`config.mk`:
```
export PLATFORM = sky130hd
export DESIGN_NAME = wb_stage
export DESIGN_NICKNAME = d
export VERILOG_FILES = /design/src/rtl/wb_stage_pkg.sv /design/src/rtl/wb_stage_stable_counter.sv /design/src/rtl/wb_stage.sv
export SDC_FILE = /design/constraint.sdc
export NUM_CORES = 1
export LEC_CHECK = 0
export CAP_MARGIN = 5
export CORE_AREA = 10 10 190 192
export DETAILED_ROUTE_END_ITERATION = 10
export DIE_AREA = 0 0 200 202
export GPL_ROUTABILITY_DRIVEN = 1
export GPL_TIMING_DRIVEN = 1
export MAX_ROUTING_LAYER = met4
export PLACE_DENSITY = 0.6
export SLEW_MARGIN = 20
export SYNTH_ARGS = -nofsm -noshare
export SYNTH_HDL_FRONTEND = slang
export SYNTH_SLANG_ARGS = --single-unit
```
`constraint.sdc`:
```
create_clock -name clk -period 3 [get_ports clk]
set_input_delay 0.6 -clock clk [delete_from_list [all_inputs] [get_ports clk]]
set_output_delay 0.6 -clock clk [all_outputs]
set_load 0.01 [all_outputs]
```
`src/rtl/wb_stage_pkg.sv`:
```
// Shared constants and types for the writeback stage: CSR numbers, exception codes,
// rdcnt encodings and the registered MEM->WB payload.
package wb_stage_pkg;

  localparam logic [13:0] CSR_CRMD   = 14'h000;
  localparam logic [13:0] CSR_ERA    = 14'h006;
  localparam logic [13:0] CSR_BADV   = 14'h007;
  localparam logic [13:0] CSR_SAVE0  = 14'h030;

  localparam logic [5:0]  ECODE_INT  = 6'h00;
  localparam logic [5:0]  ECODE_ADE  = 6'h08;
  localparam logic [5:0]  ECODE_ALE  = 6'h09;
  localparam logic [5:0]  ECODE_SYS  = 6'h0b;
  localparam logic [5:0]  ECODE_BRK  = 6'h0c;
  localparam logic [5:0]  ECODE_INE  = 6'h0d;

  localparam logic [8:0]  ESUBCODE_ADEF = 9'd0;
  localparam logic [8:0]  ESUBCODE_ADEM = 9'd1;

  localparam logic [1:0]  RDCNT_NONE = 2'b00;
  localparam logic [1:0]  RDCNT_VL   = 2'b01;
  localparam logic [1:0]  RDCNT_VH   = 2'b10;

  typedef struct packed {
    logic [31:0] pc;
    logic [31:0] result;
    logic        gr_we;
    logic [4:0]  dest;
    logic        csr_we;
    logic [13:0] csr_num;
    logic [31:0] csr_wmask;
    logic [31:0] csr_wvalue;
    logic        ex;
    logic [5:0]  ecode;
    logic [8:0]  esubcode;
    logic [31:0] vaddr;
    logic        ertn;
  } ws_payload_t;

  function automatic logic [31:0] rdcnt_sel(input logic [1:0]  op,
                                            input logic [63:0] cnt,
                                            input logic [31:0] result);
    logic [31:0] sel;
    case (op)
      RDCNT_VL:   sel = cnt[31:0];
      RDCNT_VH:   sel = cnt[63:32];
      RDCNT_NONE: sel = result;
      default:    sel = result;
    endcase
    return sel;
  endfunction

endpackage

```
`src/rtl/wb_stage_stable_counter.sv`:
```
// stable_counter: free-running 64-bit timer read by rdcntvl.w / rdcntvh.w.
// Cleared by synchronous reset, +1 every cycle, wraps naturally at 2^64.
module stable_counter (
  input  logic        clk,
  input  logic        reset,
  output logic [63:0] cnt
);

  logic [63:0] cnt_q;
  logic [63:0] cnt_d;

  always_comb begin
    cnt_d = cnt_q + 64'd1;
  end

  always_ff @(posedge clk) begin
    if (reset) begin
      cnt_q <= 64'd0;
    end else begin
      cnt_q <= cnt_d;
    end
  end

  assign cnt = cnt_q;

endmodule

```
`src/rtl/wb_stage.sv`:
```
// wb_stage: WB/commit stage; sole driver of CSR-file controls, flush, bypass and trace. Option: WB_STABLE_CNT_EN.
// Latency: commits one cycle after acceptance; backpressure: none, ws_allowin is always 1.
module wb_stage
  import wb_stage_pkg::*;
(
  input  logic        clk,
  input  logic        reset,
  input  logic        ms_to_ws_valid,
  output logic        ws_allowin,
  input  logic [31:0] ms_pc,
  input  logic [31:0] ms_result,
  input  logic        ms_gr_we,
  input  logic [4:0]  ms_dest,
  input  logic        ms_csr_we,
  input  logic [13:0] ms_csr_num,
  input  logic [31:0] ms_csr_wmask,
  input  logic [31:0] ms_csr_wvalue,
  input  logic        ms_ex,
  input  logic [5:0]  ms_ecode,
  input  logic [8:0]  ms_esubcode,
  input  logic [31:0] ms_vaddr,
  input  logic        ms_ertn,
  input  logic [1:0]  ms_rdcnt_op,
  output logic        csr_we,
  output logic [13:0] csr_num,
  output logic [31:0] csr_wmask,
  output logic [31:0] csr_wvalue,
  output logic        wb_ex,
  output logic [5:0]  wb_ecode,
  output logic [8:0]  wb_esubcode,
  output logic [31:0] wb_pc,
  output logic [31:0] wb_vaddr,
  output logic        ertn_flush,
  output logic        wb_flush,
  output logic        rf_we,
  output logic [4:0]  rf_waddr,
  output logic [31:0] rf_wdata,
  output logic        ws_fwd_valid,
  output logic [4:0]  ws_fwd_dest,
  output logic [31:0] ws_fwd_data,
  output logic        ws_csr_busy,
  output logic [31:0] debug_wb_pc,
  output logic [3:0]  debug_wb_rf_we,
  output logic [4:0]  debug_wb_rf_wnum,
  output logic [31:0] debug_wb_rf_wdata
);

  logic        ws_ready_go;
  logic        ws_valid_q;
  logic        ws_valid_d;
  logic        ws_load;
  ws_payload_t pl_q;
  ws_payload_t pl_d;

  assign ws_ready_go = 1'b1;
  assign ws_allowin  = ~ws_valid_q | ws_ready_go;
  assign ws_load     = ms_to_ws_valid & ws_allowin;

  always_comb begin
    ws_valid_d = ws_valid_q;
    pl_d       = pl_q;
    // A flushing commit also kills whatever MEM hands over in the same cycle.
    if (wb_flush) begin
      ws_valid_d = 1'b0;
    end else if (ws_allowin) begin
      ws_valid_d = ms_to_ws_valid;
    end
    if (ws_load) begin
      pl_d.pc         = ms_pc;
      pl_d.result     = ms_result;
      pl_d.gr_we      = ms_gr_we;
      pl_d.dest       = ms_dest;
      pl_d.csr_we     = ms_csr_we;
      pl_d.csr_num    = ms_csr_num;
      pl_d.csr_wmask  = ms_csr_wmask;
      pl_d.csr_wvalue = ms_csr_wvalue;
      pl_d.ex         = ms_ex;
      pl_d.ecode      = ms_ecode;
      pl_d.esubcode   = ms_esubcode;
      pl_d.vaddr      = ms_vaddr;
      pl_d.ertn       = ms_ertn;
    end
  end

  always_ff @(posedge clk) begin
    if (reset) begin
      ws_valid_q <= 1'b0;
      pl_q       <= '0;
    end else begin
      ws_valid_q <= ws_valid_d;
      pl_q       <= pl_d;
    end
  end

`ifdef WB_STABLE_CNT_EN
  logic [63:0] cnt;
  logic [1:0]  rdcnt_q;
  logic [1:0]  rdcnt_d;

  stable_counter u_stable_counter (
    .clk   (clk),
    .reset (reset),
    .cnt   (cnt)
  );

  always_comb begin
    rdcnt_d = rdcnt_q;
    if (ws_load) begin
      rdcnt_d = ms_rdcnt_op;
    end
  end

  always_ff @(posedge clk) begin
    if (reset) begin
      rdcnt_q <= RDCNT_NONE;
    end else begin
      rdcnt_q <= rdcnt_d;
    end
  end

  assign rf_wdata = rdcnt_sel(rdcnt_q, cnt, pl_q.result);
`else
  logic unused_rdcnt_op;
  assign unused_rdcnt_op = ^ms_rdcnt_op;
  assign rf_wdata        = pl_q.result;
`endif

  // An excepting instruction must not retire any architectural side effect.
  assign wb_ex       = ws_valid_q & pl_q.ex;
  assign ertn_flush  = ws_valid_q & pl_q.ertn & ~pl_q.ex;
  assign wb_flush    = wb_ex | ertn_flush;

  assign csr_we      = ws_valid_q & pl_q.csr_we & ~pl_q.ex;
  assign csr_num     = pl_q.csr_num;
  assign csr_wmask   = pl_q.csr_wmask;
  assign csr_wvalue  = pl_q.csr_wvalue;

  assign wb_ecode    = pl_q.ecode;
  assign wb_esubcode = pl_q.esubcode;
  assign wb_pc       = pl_q.pc;
  assign wb_vaddr    = pl_q.vaddr;

  assign rf_we       = ws_valid_q & pl_q.gr_we & ~pl_q.ex;
  assign rf_waddr    = pl_q.dest;

  assign ws_fwd_valid = rf_we;
  assign ws_fwd_dest  = pl_q.dest;
  assign ws_fwd_data  = rf_wdata;
  assign ws_csr_busy  = ws_valid_q & (pl_q.csr_we | pl_q.ertn | pl_q.ex);

  assign debug_wb_pc       = pl_q.pc;
  assign debug_wb_rf_we    = {4{rf_we}};
  assign debug_wb_rf_wnum  = pl_q.dest;
  assign debug_wb_rf_wdata = rf_wdata;

endmodule

```
==> out/metrics.yaml <==
reg2reg_from: "pl_q[0]"
dp_worst_setup_slack_ns: 0.965
cts_setup_buffers: 0
status: "finished clean"
area_growth_pct: 40.9
avgSynthCellArea_sq_um: 9.82
ys_ff_latch: 199
cts_buffer_depth: 2
wirelength_um: 30200
drv_cap: 0
cts_htree_levels: 4
fillers: 3125
cts_tree: "built"
antenna_found_initial: 1
rsz0062_at_grt: "false"
drive_gt1_share_pct: 4.05
synth_cell_types: 14
startpoint_type: "flop"
dr.pass1.iters: 4
port_buffers: 511
setup_tns_ns: 0
die_area_sq_mm: 0.0404
drtAntennaViolNets: 0
tightestPinTransition_ns: 0.576
crit_type: "reg -> out"
dr_total_vias: 6407
critPathCaptureType: "output pin"
hold_viol: 0
required_ns: 2.40
cts_resized: 0
post-route-min-period_ns: 2.51
grt_pass1_wl_um: 42900
synth_nets: 1157
cts_buffers: 17
syn_area_sq_mm: 0.00937
clock-root-buffer: "clkbuf_16"
drt_iter0_drc: 180
place_hpwl_um: 23800
power.leakage_uw: 0.00546
fin_hold_ws_ns: 0.491
gp_congestion: 0.756
die_h_um: 202
fmaxAchievable_mhz: 399
cts_hold_buf: 0
grt_max_degree: 63
clock_latency_ns: 0.45
worstHoldPathType: "reg -> reg"
relSlewSlack_pct: 61.6
vdd_ir_drop_max_uv: 347
die_width_um: 200
ys.warnings.count: 0
fin_ws_ns: 0.492
grt_pass1_vias: 6628
io_pins: 515
initial_utilization_pct: 29.0
wl_per_cell_um: 18.9
synthCells: 954
cp_max_fo: 6
worst_ep_arrival_time_ns: 1.91
nets: 1350
fin_crit_sh_pct: 83.6
drc: 0
vias_per_cell: 4.00
setup_viol: 0
globalRoute.totalOverflow: 0
min_from: "csr_wmask[31]"
critical_path.startpoint: "ws_valid_q"
ys_seq_area_share_pct: 42.5
clock_skew_ns: 0.00559
drv_slew: 0
power_density_mw_per_mm2: 496
core_sq_mm: 0.0323
rows: 66
track_usage_pct: 14.7
cts.clk_slew.worst_paths_ns: 0.08
clkSinkCount: 199
-- cells by family (layout without fill, tap and decap cells) --
group	count (synthesis)	after routing	share of synthesized area [%]
compound gates	2	2	0.174
buf+inv	350	556	27.8
flops	199	199	42.5
mux	198	198	21.2
other cells	1	2	0.0400
simple gates	204	204	8.35
-- path summary, 6_finish.rpt --
| kind | endpoint | slack [ns] | cells past startpoint |
|---|---|---|---|
| worst min register to register | csr_wmask[31] | 0.49 | 2 |
| worst min-delay path | csr_wmask[31] | 0.49 | 2 |
| worst max-delay path | debug_wb_rf_we[2] | 0.49 | 3 |
| worst max register to register | ws_valid_q | 2.23 | 2 |
-- critical path, stage by stage (launching register included) --
cell and delay [ns]:
dfxtp_1 0.37, nor2b_1 0.20, and2_1 0.29, clkdlybuf4s50_1 0.60
-- Yosys cell counts --
master | count | area [sq um]
and2_1 | 4 | 25.0
buf_1 | 1 | 3.75
buf_2 | 5 | 25.0
buf_4 | 315 | 2360
buf_6 | 13 | 146
clkbuf_1 | 16 | 60.1
conb_1 | 1 | 3.75
dfxtp_1 | 199 | 3980
mux2i_1 | 198 | 1980
nor2_1 | 198 | 743
nor2b_1 | 1 | 6.26
nor3b_1 | 1 | 7.51
o21a_1 | 1 | 7.51
o31a_1 | 1 | 8.76
-- placed cells by master (no fill, tap or decap) --
master and instances:
and2_1 4, buf_12 5, buf_4 8, buf_6 1, buf_8 1, bufinv_16 2, clkbuf_16 17, clkdlybuf4s50_1 509
clkinv_2 2, clkinv_4 2, clkinvlp_4 4, conb_1 1, dfxtp_1 199, diode_2 1, inv_6 2, inv_8 3
mux2i_1 198, nor2_1 198, nor2b_1 1, nor3b_1 1, o21a_1 1, o31a_1 1
-- per-layer routing --
metal	global-route usage [%]	routed length, um	up-vias
met1	14.9	11400	2937
li1	-	-	3143
met4	4.08	361	0
met3	7.49	3690	16
met5	-	0	-
met2	24.5	14700	311
-- flip-flops by register name, summed over array words and instances (netlist names), 4 cells and up --
name,count
pl_q,4
wb_ecode,6
csr_wvalue,32
wb_esubcode,9
debug_wb_rf_wnum,5
csr_num,14
debug_wb_pc,32
debug_wb_rf_wdata,32
csr_wmask,32
wb_vaddr,32
-- metrics by stage --
stage / utilization (%) / cells / total power [uW] / instance area [sq um]
floorplan: - / 954 / 3720 / 9370
global placement: 39.0 / 1570 / 4260 / 12600
detailed placement: 39.0 / 1570 / 4270 / 12600
CTS: 40.9 / 1602 / 6680 / 13200
global route: 40.9 / 1603 / 6860 / 13200
finish: 40.9 / 1603 / 6550 / 13200
-- power by group --
part           switching [uW]  internal, uW  leakage [uW]
registers                 116          2800       0.00164
clock network            1110          1250      0.000282
logic                     490           782       0.00353
total                    1720          4830       0.00546
-- final cells by class --
cell class                 count  area [sq um]  share of cell area (%)
tap                          442           553                    4.19
timing repair buffer         524          5280                    40.0
sequential                   199          3980                    30.2
clock buffer                  17           425                    3.22
antenna                        1          2.50                  0.0190
clock inverter                15           169                    1.28
multi-input combinational    405          2780                    21.1
No activity file was read; power rests on OpenSTA's default activity.
